**src/rtl/mem_arbiter.sv**
```systemverilog
// mem_arbiter: shares one word-wide RAM port between instruction fetch and load/store,
// doing read-modify-write for sub-word stores and lane extraction for sub-word loads.
module mem_arbiter #(
    parameter int ADDR_WIDTH  = 14,
    parameter bit ROUND_ROBIN = 1'b1
) (
    input  logic                  clock,
    input  logic                  reset_n,
    input  logic                  in_IReq,
    input  logic [ADDR_WIDTH-1:0] in_IAddr,
    output logic                  out_IDone,
    output logic [31:0]           out_IData,
    input  logic                  in_DReq,
    input  logic                  in_DWrite,
    input  logic [1:0]            in_DSize,
    input  logic                  in_DSigned,
    input  logic [ADDR_WIDTH-1:0] in_DAddr,
    input  logic [31:0]           in_DWdata,
    output logic                  out_DDone,
    output logic [31:0]           out_DData,
    output logic                  out_DErr,
    output logic [ADDR_WIDTH-1:0] out_MemAddr,
    output logic                  out_MemWrite,
    output logic [1:0]            out_MemSize,
    output logic [31:0]           out_MemWdata,
    input  logic [31:0]           in_MemRdata,
    output logic                  out_Busy
);
    localparam logic [2:0] S_IDLE  = 3'd0;
    localparam logic [2:0] S_ERR   = 3'd1;
    localparam logic [2:0] S_READ  = 3'd2;
    localparam logic [2:0] S_RESP  = 3'd3;
    localparam logic [2:0] S_MERGE = 3'd4;
    localparam logic [2:0] S_WRITE = 3'd5;
    localparam logic [2:0] S_DONE  = 3'd6;

    logic [2:0]            state_q, state_d;
    logic [ADDR_WIDTH-1:0] addr_q, addr_d;
    logic [1:0]            size_q, size_d;
    logic                  signed_q, signed_d;
    logic                  write_q, write_d;
    logic                  port_q, port_d;
    logic                  last_q, last_d;
    logic [31:0]           wdata_q, wdata_d;
    logic [31:0]           idata_q, idata_d;
    logic [31:0]           ddata_q, ddata_d;

    logic        d_bad, d_win, mem_act, d_resp;
    logic [4:0]  shift;
    logic [31:0] lane_mask, merged, load_val;
    logic [7:0]  ld_byte;
    logic [15:0] ld_half;

    // port_q/last_q: 1 = data port, 0 = fetch port
    always_comb begin
        d_bad = (in_DSize == 2'b11) || (in_DSize == 2'b01 && in_DAddr[0]) ||
                (in_DSize == 2'b10 && in_DAddr[1:0] != 2'b00);
        d_win = in_DReq && (!in_IReq || !ROUND_ROBIN || !last_q);
        shift = (size_q == 2'b00) ? {addr_q[1:0], 3'b000} : {addr_q[1], 4'b0000};
        lane_mask = ((size_q == 2'b00) ? 32'h0000_00FF : 32'h0000_FFFF) << shift;
        merged = (in_MemRdata & ~lane_mask) | ((wdata_q << shift) & lane_mask);
        ld_byte = 8'(in_MemRdata >> shift);
        ld_half = 16'(in_MemRdata >> shift);
        load_val = (size_q == 2'b00) ? {{24{signed_q & ld_byte[7]}}, ld_byte} :
                   (size_q == 2'b01) ? {{16{signed_q & ld_half[15]}}, ld_half} : in_MemRdata;
    end

    always_comb begin
        state_d  = state_q;
        addr_d   = addr_q;
        size_d   = size_q;
        signed_d = signed_q;
        write_d  = write_q;
        port_d   = port_q;
        last_d   = last_q;
        wdata_d  = wdata_q;
        idata_d  = idata_q;
        ddata_d  = ddata_q;
        case (state_q)
            S_IDLE: begin
                if (d_win) begin
                    port_d   = 1'b1;
                    last_d   = 1'b1;
                    addr_d   = in_DAddr;
                    size_d   = in_DSize;
                    signed_d = in_DSigned;
                    write_d  = in_DWrite;
                    wdata_d  = in_DWdata;
                    state_d  = d_bad ? S_ERR : (in_DWrite && in_DSize == 2'b10) ? S_WRITE : S_READ;
                end else if (in_IReq) begin
                    port_d   = 1'b0;
                    last_d   = 1'b0;
                    addr_d   = in_IAddr;
                    size_d   = 2'b10;
                    signed_d = 1'b0;
                    write_d  = 1'b0;
                    state_d  = S_READ;
                end
            end
            S_READ:  state_d = write_q ? S_MERGE : S_RESP;
            S_RESP: begin
                state_d = S_IDLE;
                idata_d = port_q ? idata_q : in_MemRdata;
                ddata_d = port_q ? load_val : ddata_q;
            end
            S_MERGE, S_WRITE: state_d = S_DONE;
            default: state_d = S_IDLE;
        endcase
    end

    always_ff @(posedge clock or negedge reset_n) begin
        if (!reset_n) begin
            state_q  <= S_IDLE;
            addr_q   <= '0;
            size_q   <= 2'b00;
            signed_q <= 1'b0;
            write_q  <= 1'b0;
            port_q   <= 1'b0;
            last_q   <= 1'b0;
            wdata_q  <= '0;
            idata_q  <= '0;
            ddata_q  <= '0;
        end else begin
            state_q  <= state_d;
            addr_q   <= addr_d;
            size_q   <= size_d;
            signed_q <= signed_d;
            write_q  <= write_d;
            port_q   <= port_d;
            last_q   <= last_d;
            wdata_q  <= wdata_d;
            idata_q  <= idata_d;
            ddata_q  <= ddata_d;
        end
    end

    // RAM controls decode straight from state so an async reset silences a pending write
    assign mem_act      = (state_q == S_READ) || (state_q == S_WRITE) || (state_q == S_MERGE);
    assign d_resp       = (state_q == S_RESP) && port_q;
    assign out_MemAddr  = mem_act ? {addr_q[ADDR_WIDTH-1:2], 2'b00} : '0;
    assign out_MemWrite = (state_q == S_WRITE) || (state_q == S_MERGE);
    assign out_MemSize  = mem_act ? 2'b10 : 2'b11;
    assign out_MemWdata = (state_q == S_WRITE) ? wdata_q : (state_q == S_MERGE) ? merged : '0;
    assign out_IDone    = (state_q == S_RESP) && !port_q;
    assign out_IData    = out_IDone ? in_MemRdata : idata_q;
    assign out_DDone    = d_resp || (state_q == S_DONE) || (state_q == S_ERR);
    assign out_DData    = d_resp ? load_val : ddata_q;
    assign out_DErr     = (state_q == S_ERR);
    assign out_Busy     = (state_q != S_IDLE);
endmodule

```
**config.mk**
```make
export PLATFORM = sky130hd
export DESIGN_NAME = mem_arbiter
export DESIGN_NICKNAME = d
export VERILOG_FILES = /design/src/rtl/mem_arbiter.sv
export SDC_FILE = /design/constraint.sdc
export NUM_CORES = 1
export LEC_CHECK = 0
export CAP_MARGIN = 20
export CORE_MARGIN = 3
export CORE_UTILIZATION = 45
export DETAILED_ROUTE_END_ITERATION = 8
export GPL_ROUTABILITY_DRIVEN = 0
export PLACE_DENSITY = 0.92
export SYNTH_ARGS = -nofsm -noshare
export SYNTH_HDL_FRONTEND = slang
export SYNTH_SLANG_ARGS = --single-unit
```
**constraint.sdc**
```tcl
create_clock -name clock -period 2.2 [get_ports clock]
set_input_delay 0.33 -clock clock [delete_from_list [all_inputs] [get_ports clock]]
set_output_delay 0.33 -clock clock [all_outputs]
set_load 0.02 [all_outputs]
```
==> results.cfg, run 1 <==
[synthesis]
synth_edf_count = 0
synthArstFlopShare_pct = 100.0
ys.flop_type = dfrtp_1
ys_ff_latch = 118
yosysSeqAreaShare_pct = 49.22
synth_cells = 641
avgSynthCellArea_um2 = 9.360
netlist_area_um2 = 6000
yosysWarnings = 0
yosysUniqueCellTypes = 44

[final_layout]
design_area_um2 = 10780
drive_above_1_share_pct = 42.24
area_delta_synth_final_pct = 79.69
nFillCells = 575
layout.nets = 1061

[die]
die_area_um2 = 14750
start_util_pct = 46.78
rows = 41
die_h_um = 121.5
core_area_um2 = 12820
ios = 217
die_width_um = 121.5

[routing]
vias = 7618
drc_errors = 0
drt_pass1_iterations = 8
wl_per_cell_um = 29.83
wl_mm = 34.25
vias_per_cell = 6.636
final_antenna_net_count = 0
drtIter0Drc = 1391

[global_routing]
grt_start_max_net_pins = 58
grt_use_total_pct = 36.10
grt.overflow.total = 0
grt_pass1_vias = 6977
grt_pass1_wl_mm = 40.12
antenna_found_initial = 5

[timing]
finalCritPeriodShare_pct = 131.0
finalSetupViolCount = 96
period_minus_slack_ns = 2.881
hold_violations = 0
rsz0062_at_grt = yes
skew_ns = 0.009791
max-slew-margin-rel_pct = 60.06
setup_tns_ns = -27.29
slew_violations = 0
worst_pin_slew_ns = 0.5991
max_freq_mhz = 347.1
setup_slack_ns = -0.6811
hold_ws_ns = 0.4128

[power_and_ir_drop]
leakagePower_nw = 5.034
seqPwrFrac_pct = 21.9
clockPowerShare_pct = 14.7
p_int_mw = 10.10
power_density_nw_per_um2 = 1702
switching_share_pct = 44.93
ir_drop_uv = 785.0
power_switching_mw = 8.241
p_comb_share_pct = 63.4
power_mw = 18.34

[worst_setup_path]
reg2reg_from = addr_q[1]$_DFFE_PN0P_
end_kind = primary output
cp_max_fo = 6
worstPathArrival_ns = 2.55
startpoint = addr_q[1]$_DFFE_PN0P_
cp.required_ns = 1.87
crit_path_start_kind = flop
critPathKind = flop to primary output

[cts]
ctsHtreeMaxLevel = 4
numCtsBuffers = 17
clk_path_buf_depth = 2
cts_sinks = 118
tritoncts = built
cts-root-buf = clkbuf_16
worstSkewPairLatency_ns = 0.43
clk_pin_slew_ns = 0.06

[placement]
portBuffers = 213
post-place-ws_ns = -0.5594
place_area_um2 = 8957
dp.final_hpwl_mm = 16.62

[min_path]
hp-class = primary input to async pin

[run_status]
status = finished, violations left
violations = negative setup slack

[run]
drv_cap = 0
layout make-up:
type | instances | area [um^2] | area share (%)
Antenna cell | 3 | 7.507 | 0.06964
Clock buffer | 21 | 480.5 | 4.457
Clock inverter | 10 | 78.83 | 0.7312
Inverter | 5 | 21.27 | 0.1973
Multi-Input combinational cell | 471 | 3646 | 33.82
Sequential cell | 118 | 2957 | 27.43
Tap cell | 172 | 215.2 | 1.996
Timing Repair Buffer | 347 | 3367 | 31.23
Timing Repair inverter | 1 | 7.507 | 0.06964
registers in the layout, summed over array words and instances (netlist names):
| name | flops |
|---|---|
| wdata_q | 32 |
| state_q | 3 |
| size_q | 2 |
| write_q | 1 |
| ddata_q | 32 |
| idata_q | 32 |
| signed_q | 1 |
| last_q | 1 |
| addr_q | 14 |
power groups by stage:
stage	Clock (mW)	Combinational (mW)	Sequential, mW
finish	2.70	11.6	4.02
global route	2.81	11.9	4.04
CTS	2.65	9.17	3.74
detailed placement	0	8.29	3.73
global placement	0	8.10	3.66
floorplan	0	4.50	3.61
cells by family after synthesis:
group	after synthesis	share of synthesized area, %
mux	70	12.55
flops	118	49.22
compound gates	111	12.37
simple gates	286	21.36
other cells	2	0.1252
buf+inv	54	4.380
synthesized netlist by cell type (13+ instances only):
master	number	area share (%)
a221oi_1	16	2.3
buf_2	18	1.5
dfrtp_1	118	49
nand3_1	37	3.1
nand2_1	156	9.8
mux2i_1	37	6.2
nor2_1	30	1.9
mux2_2	32	6.0
clkbuf_1	24	1.5
o21ai_0	37	3.1
nor2b_1	24	2.5
a22o_1	13	1.9
path summary, 6_finish.rpt:
check,to,depth (start not counted),slack (ns)
worst max-delay path,out_DData[12],7,-0.68
worst min-delay path,idata_q[0]$_DFFE_PN0P_,2,0.41
worst max register to register,ddata_q[12]$_DFFE_PN0P_,6,0.11
worst min register to register,wdata_q[19]$_DFFE_PN0P_,2,0.47
max in group asynchronous,wdata_q[20]$_DFFE_PN0P_,3,0.99
min in group clock,wdata_q[18]$_DFFE_PN0P_,3,0.43
metrics by stage:
stage,utilization [%],std cells
4_1_cts,77.62,1124
3_5_place_dp,69.84,1076
5_1_grt,84.04,1147
2_1_floorplan,-,642
3_3_place_gp,69.84,1076
6_report,84.06,1148
cell usage in the layout (no fill, tap or decap), types with 6 or more instances in the layout:
cell type / count
nand3_2: 6
mux2_4: 32
buf_6: 80
dfrtp_1: 115
nand3_1: 31
nand2b_1: 7
clkbuf_16: 19
a21oi_2: 7
clkdlybuf4s50_1: 98
buf_2: 13
clkinv_2: 8
mux2i_4: 6
nor3_2: 8
buf_4: 131
buf_12: 11
nand2_1: 156
a22o_4: 8
nor2_1: 28
mux2i_1: 28
o21ai_0: 32
nor2b_1: 21
a221oi_2: 12
a22oi_1: 6
worst max-delay path, stage by stage (launching register included):
cell and delay, ns:
dfrtp_2 0.44, clkinv_1 0.20, buf_4 0.21, buf_4 0.16
a22oi_1 0.51, nand2b_1 0.27, a31oi_4 0.15, buf_6 0.17
what timing repair did:
item                                    4_1_cts  5_1_grt
gates resized for setup                     664      148
endpoints found under the setup margin      113      112
hold endpoints to repair                     28        0
pin swaps                                    27       21
gates cloned                                  3        4
hold buffers                                  1        0
setup buffers                                13       19
routing by layer:
metal | GRT usage (%) | wire length [um]
met3 | 12.12 | 4990
met1 | 41.64 | 11020
met2 | 57.44 | 14430
met5 | 0 | 40
met4 | 22.90 | 3756
Power figures use the tool's default switching activity.
==> run 2: changes to the inputs <==
--- a/config.mk
+++ b/config.mk
@@ -10,6 +10,7 @@
 export CORE_UTILIZATION = 45
 export DETAILED_ROUTE_END_ITERATION = 8
 export GPL_ROUTABILITY_DRIVEN = 0
+export GPL_TIMING_DRIVEN = 0
 export PLACE_DENSITY = 0.92
 export SYNTH_ARGS = -nofsm -noshare
 export SYNTH_HDL_FRONTEND = slang
==> results.cfg, run 2 (synthesis gave the netlist of run 1 again) <==
[run_status]
status = finished, violations left
violations = negative setup slack

[timing]
hold_violations = 0
rsz0062_at_grt = yes
max-slew-margin-rel_pct = 42.35
slew_violations = 0
skew_ns = 0.01786
hold_ws_ns = 0.4286
finalSetupViolCount = 111
worst_pin_slew_ns = 0.8647
period_minus_slack_ns = 2.827
setup_slack_ns = -0.6268
finalCritPeriodShare_pct = 128.5
max_freq_mhz = 353.8

[worst_setup_path]
cp_max_fo = 10
worstReg2RegEnd = wdata_q[30]$_DFFE_PN0P_
r2r_setup_slack_ns = 0.09
critPathKind = flop to primary output
cp.required_ns = 1.87
reg2reg_from = last_q$_DFFE_PN0P_
end_kind = primary output
crit_path_start_kind = flop
ff2ff_path_depth = 7
worstPathArrival_ns = 2.50

[final_layout]
reg.largest.list = ddata_q: 32 flops, idata_q: 32 flops, wdata_q: 32 flops
area_delta_synth_final_pct = 85.55
final_cell_mix = nand2_1 (152), dfrtp_1 (112), buf_4 (105)
fin_util_pct = 86.80
drive_above_1_share_pct = 44.08
layout.nets = 1071
layout_commonest_cell = nand2_1
layout.cells.non_filler = 1152
nFillCells = 516
antenna-diode-count = 0

[global_routing]
antenna_found_initial = 0
grt_start_max_net_pins = 61
grt.overflow.total = 0
grt_use_total_pct = 37.79
grt_pass1_vias = 7140
grt_pass1_wl_mm = 41.86

[cts]
tritoncts = built
worstSkewPairLatency_ns = 0.44
cts-root-buf = clkbuf_16
ctsHtreeMaxLevel = 4
cts_sinks = 118
numCtsBuffers = 17
clk_pin_slew_ns = 0.06
clk_path_buf_depth = 2

[routing]
vias = 7522
wl_mm = 34.40
wl_per_cell_um = 29.86
drt_pass1_iterations = 9
vias_per_cell = 6.530
drtIter0Drc = 1320
routed-wl-met2_mm = 14.92
drc_errors = 0
topRoutingLayerUsed = met5
final_antenna_net_count = 0
wl_met1_mm = 11.20
route.met3.wl_mm = 5.018

[placement]
dp_cells = 1028
dp.final_hpwl_mm = 15.26
portBuffers = 213

[power_and_ir_drop]
power_density_nw_per_um2 = 1745
ir_drop_uv = 870.9
leakagePower_nw = 5.155

[die]
die_h_um = 121.5
start_util_pct = 46.78
rows = 41
die_width_um = 121.5
die_area_um2 = 14750
ios = 217
core_area_um2 = 12820

[min_path]
hp-class = primary input to async pin

[run]
drv_cap = 0
-- run 2: cell count changes in the layout (fill, tap and decap cells not counted), moves of 6 or more --
| cell | change |
|---|---|
| clkbuf_1 | +9 |
| clkbuf_2 | +6 |
| nand3_1 | -13 |
| clkbuf_4 | +6 |
| buf_8 | +6 |
| buf_4 | -26 |
| nand3_4 | +14 |
| buf_6 | +15 |
-- run 2: metal layers --
metal	track usage (%)	up-vias
li1	-	2890
met1	44.25	3524
met2	59.38	805
met3	12.82	301
met4	23.81	2
met5	0	-
-- run 2: what timing repair did --
action / 4_1_cts / 5_1_grt
endpoints found under the hold margin: 58 / 0
hold buffers: 1 / 0
gates cloned: 8 / 0
buffers inserted: 55 / 41
endpoints found under the setup margin: 114 / 111
pin swaps: 60 / 34
gates resized for setup: 819 / 128
-- run 2: critical path: stages, from the launching register on --
cell and delay [ns]:
dfrtp_1 0.39, buf_6 0.15, clkinv_2 0.21, a22oi_1 0.77, nand2b_1 0.27, a31oi_4 0.12
buf_6 0.15
-- run 2: cell type report --
cell class / count / area (um^2) / share of cell area [%]
inverters: 5 / 25.02 / 0.2248
repair inverters: 1 / 7.507 / 0.06744
clock buffers: 23 / 488.0 / 4.384
well taps: 172 / 215.2 / 1.933
flip-flops and latches: 118 / 2960 / 26.59
repair buffers: 315 / 3172 / 28.49
multi-input cells: 470 / 3879 / 34.84
clock inverters: 5 / 50.05 / 0.4496
plain buffers: 43 / 335.3 / 3.012
-- run 2: power by group --
group / total [mW] / switching [mW] / leakage [nW] / internal, mW
sequential: 4.18 / 0.926 / 1.43 / 3.26
clock: 2.66 / 1.02 / 0.270 / 1.64
combinational: 12.6 / 6.76 / 3.45 / 5.83
total: 19.4 / 8.70 / 5.16 / 10.7
-- run 2: stage by stage --
| step | total power [mW] | setup TNS, ns | setup slack, ns | instance area, um^2 |
|---|---|---|---|---|
| after global placement | 11.14 | -483.62 | -3.707 | 8351 |
| after floorplan | 8.114 | 0 | 0.04129 | 6003 |
| final | 19.43 | -28.99 | -0.6268 | 11130 |
| after detailed placement | 11.35 | -50.26 | -0.8924 | 8379 |
| after global routing | 19.87 | -33.49 | -0.5793 | 11130 |
| after CTS | 16.39 | -13.19 | -0.2947 | 10370 |
-- run 2: how the worst max path moves through the flow --
stage,start,to,slack (ns),cells after the start
final,addr_q[1]$_DFFE_PN0P_,out_DData[11],-0.63,6
after global routing,addr_q[1]$_DFFE_PN0P_,out_DData[11],-0.58,6
after CTS,size_q[1]$_DFFE_PN0P_,out_MemWdata[5],-0.29,7
after detailed placement,in_MemRdata[23],out_DData[30],-0.89,7
after global placement,reset_n,wdata_q[23]$_DFFE_PN0P_,-3.71,1
after floorplan,size_q[0]$_DFFE_PN0P_,out_MemWdata[31],0.04,5
==> RTL change (flow settings as in run 2) <==
Change the parameter `ADDR_WIDTH` from 14 to 13.
--- a/src/rtl/mem_arbiter.sv
+++ b/src/rtl/mem_arbiter.sv
@@ -2,5 +2,5 @@
 // doing read-modify-write for sub-word stores and lane extraction for sub-word loads.
 module mem_arbiter #(
-    parameter int ADDR_WIDTH  = 14,
+    parameter int ADDR_WIDTH  = 13,
     parameter bit ROUND_ROBIN = 1'b1
 ) (
Interface: changed (resized in_DAddr, in_IAddr and out_MemAddr); port bits go from 217 to 214. No check against the original RTL was run, so the function may have changed too.
==> RTL change against run 2 <==
- the run ends with design-rule violations, negative setup slack left
- design area rose by 1.4%
- sequential share of layout area fell by 0.60 points
- global-route usage rose by 0.081 points
- sequential cell count fell by 1
- combinational power rose by 4%
- die area fell by 0.63%
- power rose by 3.0%
- wire length rose by 8.9%
- worst setup slack got worse by 0.0082 ns
- synthesized area fell by 0.67%
- critical path type unchanged
==> RTL change: results <==
export IMPL_cts_buffer_depth=2
export IMPL_violations="design-rule violations, negative setup slack"
export IMPL_regToRegSetupSlack_ns=-0.07
export IMPL_r2r_end="addr_q[1]$_DFFE_PN0P_"
export IMPL_leakage_nw=5.209
export IMPL_grt_first_pass_wirelength_um=41640
export IMPL_synth_area_leaders="dfrtp_1, nand2_1, mux2i_1"
export IMPL_clk_latency_ns=0.44
export IMPL_ys_top_cells_by_count="nand2_1, dfrtp_1, o21ai_0, nand3_1, mux2i_1"
export IMPL_n_antenna_cell=0
export IMPL_setup_slack_ns=-0.6350
export IMPL_r2r_cells=7
export IMPL_post_dp_cell_area_sq_mm=0.008309
export IMPL_antenna_found_initial=0
export IMPL_relSlewSlack_pct=48.05
export IMPL_grt_usage_pct=37.87
export IMPL_num_vias=8128
export IMPL_drtIter0Drc=1549
export IMPL_grt_max_degree=73
export IMPL_finClkSkew_ns=0.01446
export IMPL_port_buffers=210
export IMPL_crit_arrival_ns=2.50
export IMPL_synth_main_ff_cell="dfrtp_1"
export IMPL_drc=15
export IMPL_hold_viol_final=0
export IMPL_root_buffer="clkbuf_16"
export IMPL_top_regs="ddata_q (32), idata_q (32), wdata_q (32)"
export IMPL_firstDrtPassIters=9
export IMPL_cts_max_level=4
export IMPL_regToRegStartpoint="state_q[1]$_DFFE_PN0P_"
export IMPL_path_max_fanout=10
export IMPL_place_hpwl_um=15450
export IMPL_seq_area_frac_synth_pct=49.13
export IMPL_yosys_warnings=0
export IMPL_final_nets=1073
export IMPL_wirelength_um=37460
export IMPL_clk_pin_slew_ns=0.07
export IMPL_status="finished with violations"
export IMPL_hold_path_class="in -> async"
export IMPL_grt_pass1_vias=7084
export IMPL_ys_async_sr_fraction_pct=100.0
export IMPL_dp_slack_ns=-0.9445
export IMPL_drive_gt1_share_pct=46.36
export IMPL_power_switching_w=0.009145
export IMPL_setup_violations_final=110
export IMPL_numCtsBuffers=17
export IMPL_peakVddDrop_mv=0.8775
export IMPL_ys_types=45
-- RTL change: what timing repair did --
action	CTS	global route
endpoints found under the setup margin	113	113
hold endpoints to repair	45	0
pin swaps	64	46
cloned	5	1
resized for setup	765	233
setup buffers	54	63
hold buffers	1	0
-- RTL change: layout make-up --
| class | instances | area (sq um) |
|---|---|---|
| Inverter | 5 | 36.28 |
| Clock buffer | 28 | 496.7 |
| Sequential cell | 117 | 2935 |
| Multi-Input combinational cell | 466 | 4001 |
| Fill cell | 430 | 1480 |
| Tap cell | 172 | 215.2 |
| Buffer | 38 | 320.3 |
| Clock inverter | 4 | 45.04 |
| Timing Repair Buffer | 330 | 3243 |
-- RTL change: worst max path at each step --
stage	start	cells past startpoint	to	slack, ns
after global routing	size_q[1]$_DFFE_PN0P_	6	out_DData[0]	-0.80
final	state_q[0]$_DFFE_PN0P_	8	out_DData[13]	-0.63
after CTS	size_q[1]$_DFFE_PN0P_	6	out_MemWdata[6]	-0.31
after floorplan	size_q[0]$_DFFE_PN0P_	5	out_MemWdata[31]	0.04
after global placement	reset_n	1	wdata_q[27]$_DFFE_PN0P_	-3.68
after detailed placement	in_MemRdata[23]	7	out_DData[29]	-0.94
-- RTL change: cell families (layout without fill, tap and decap cells) --
logic type | Yosys count | count (layout) | synth area share [%]
compound gates | 110 | 110 | 12.45
other cells | 2 | 3 | 0.1260
simple gates | 284 | 284 | 21.33
flops | 117 | 117 | 49.13
mux | 69 | 69 | 12.53
buf+inv | 53 | 405 | 4.430
-- RTL change: metrics by stage --
step	setup TNS, ns	std cells	hold slack (ns)
final	-28.68	1160	0.3945
after detailed placement	-53.36	1019	0.2916
after global routing	-29.00	1160	0.4439
after CTS	-18.72	1107	0.4327
after global placement	-479.21	1018	0.4526
after floorplan	0	636	0.03441
-- RTL change: power by group through the flow --
stage / clock network (W) / logic [W] / registers, W
global placement: 0 / 0.00729 / 0.00374
floorplan: 0 / 0.00447 / 0.00358
global route: 0.00278 / 0.0133 / 0.00419
finish: 0.00272 / 0.0131 / 0.00420
CTS: 0.00259 / 0.00964 / 0.00383
detailed placement: 0 / 0.00747 / 0.00380
-- RTL change: routing by layer --
layer | track usage (%) | up-vias | wire, um
met2 | 59.36 | 1039 | 15590
met5 | 0 | - | 56
met3 | 11.38 | 477 | 5608
li1 | - | 2896 | -
met1 | 45.29 | 3714 | 11580
met4 | 24.36 | 2 | 4618
-- RTL change: critical path, cell delays in order, from the launching register on --
cell and delay [ns]:
dfrtp_2 0.43, nor2b_4 0.15, buf_4 0.13, and3_4 0.20
buf_4 0.16, buf_12 0.15, nor2_1 0.59, a31oi_4 0.06
buf_6 0.17
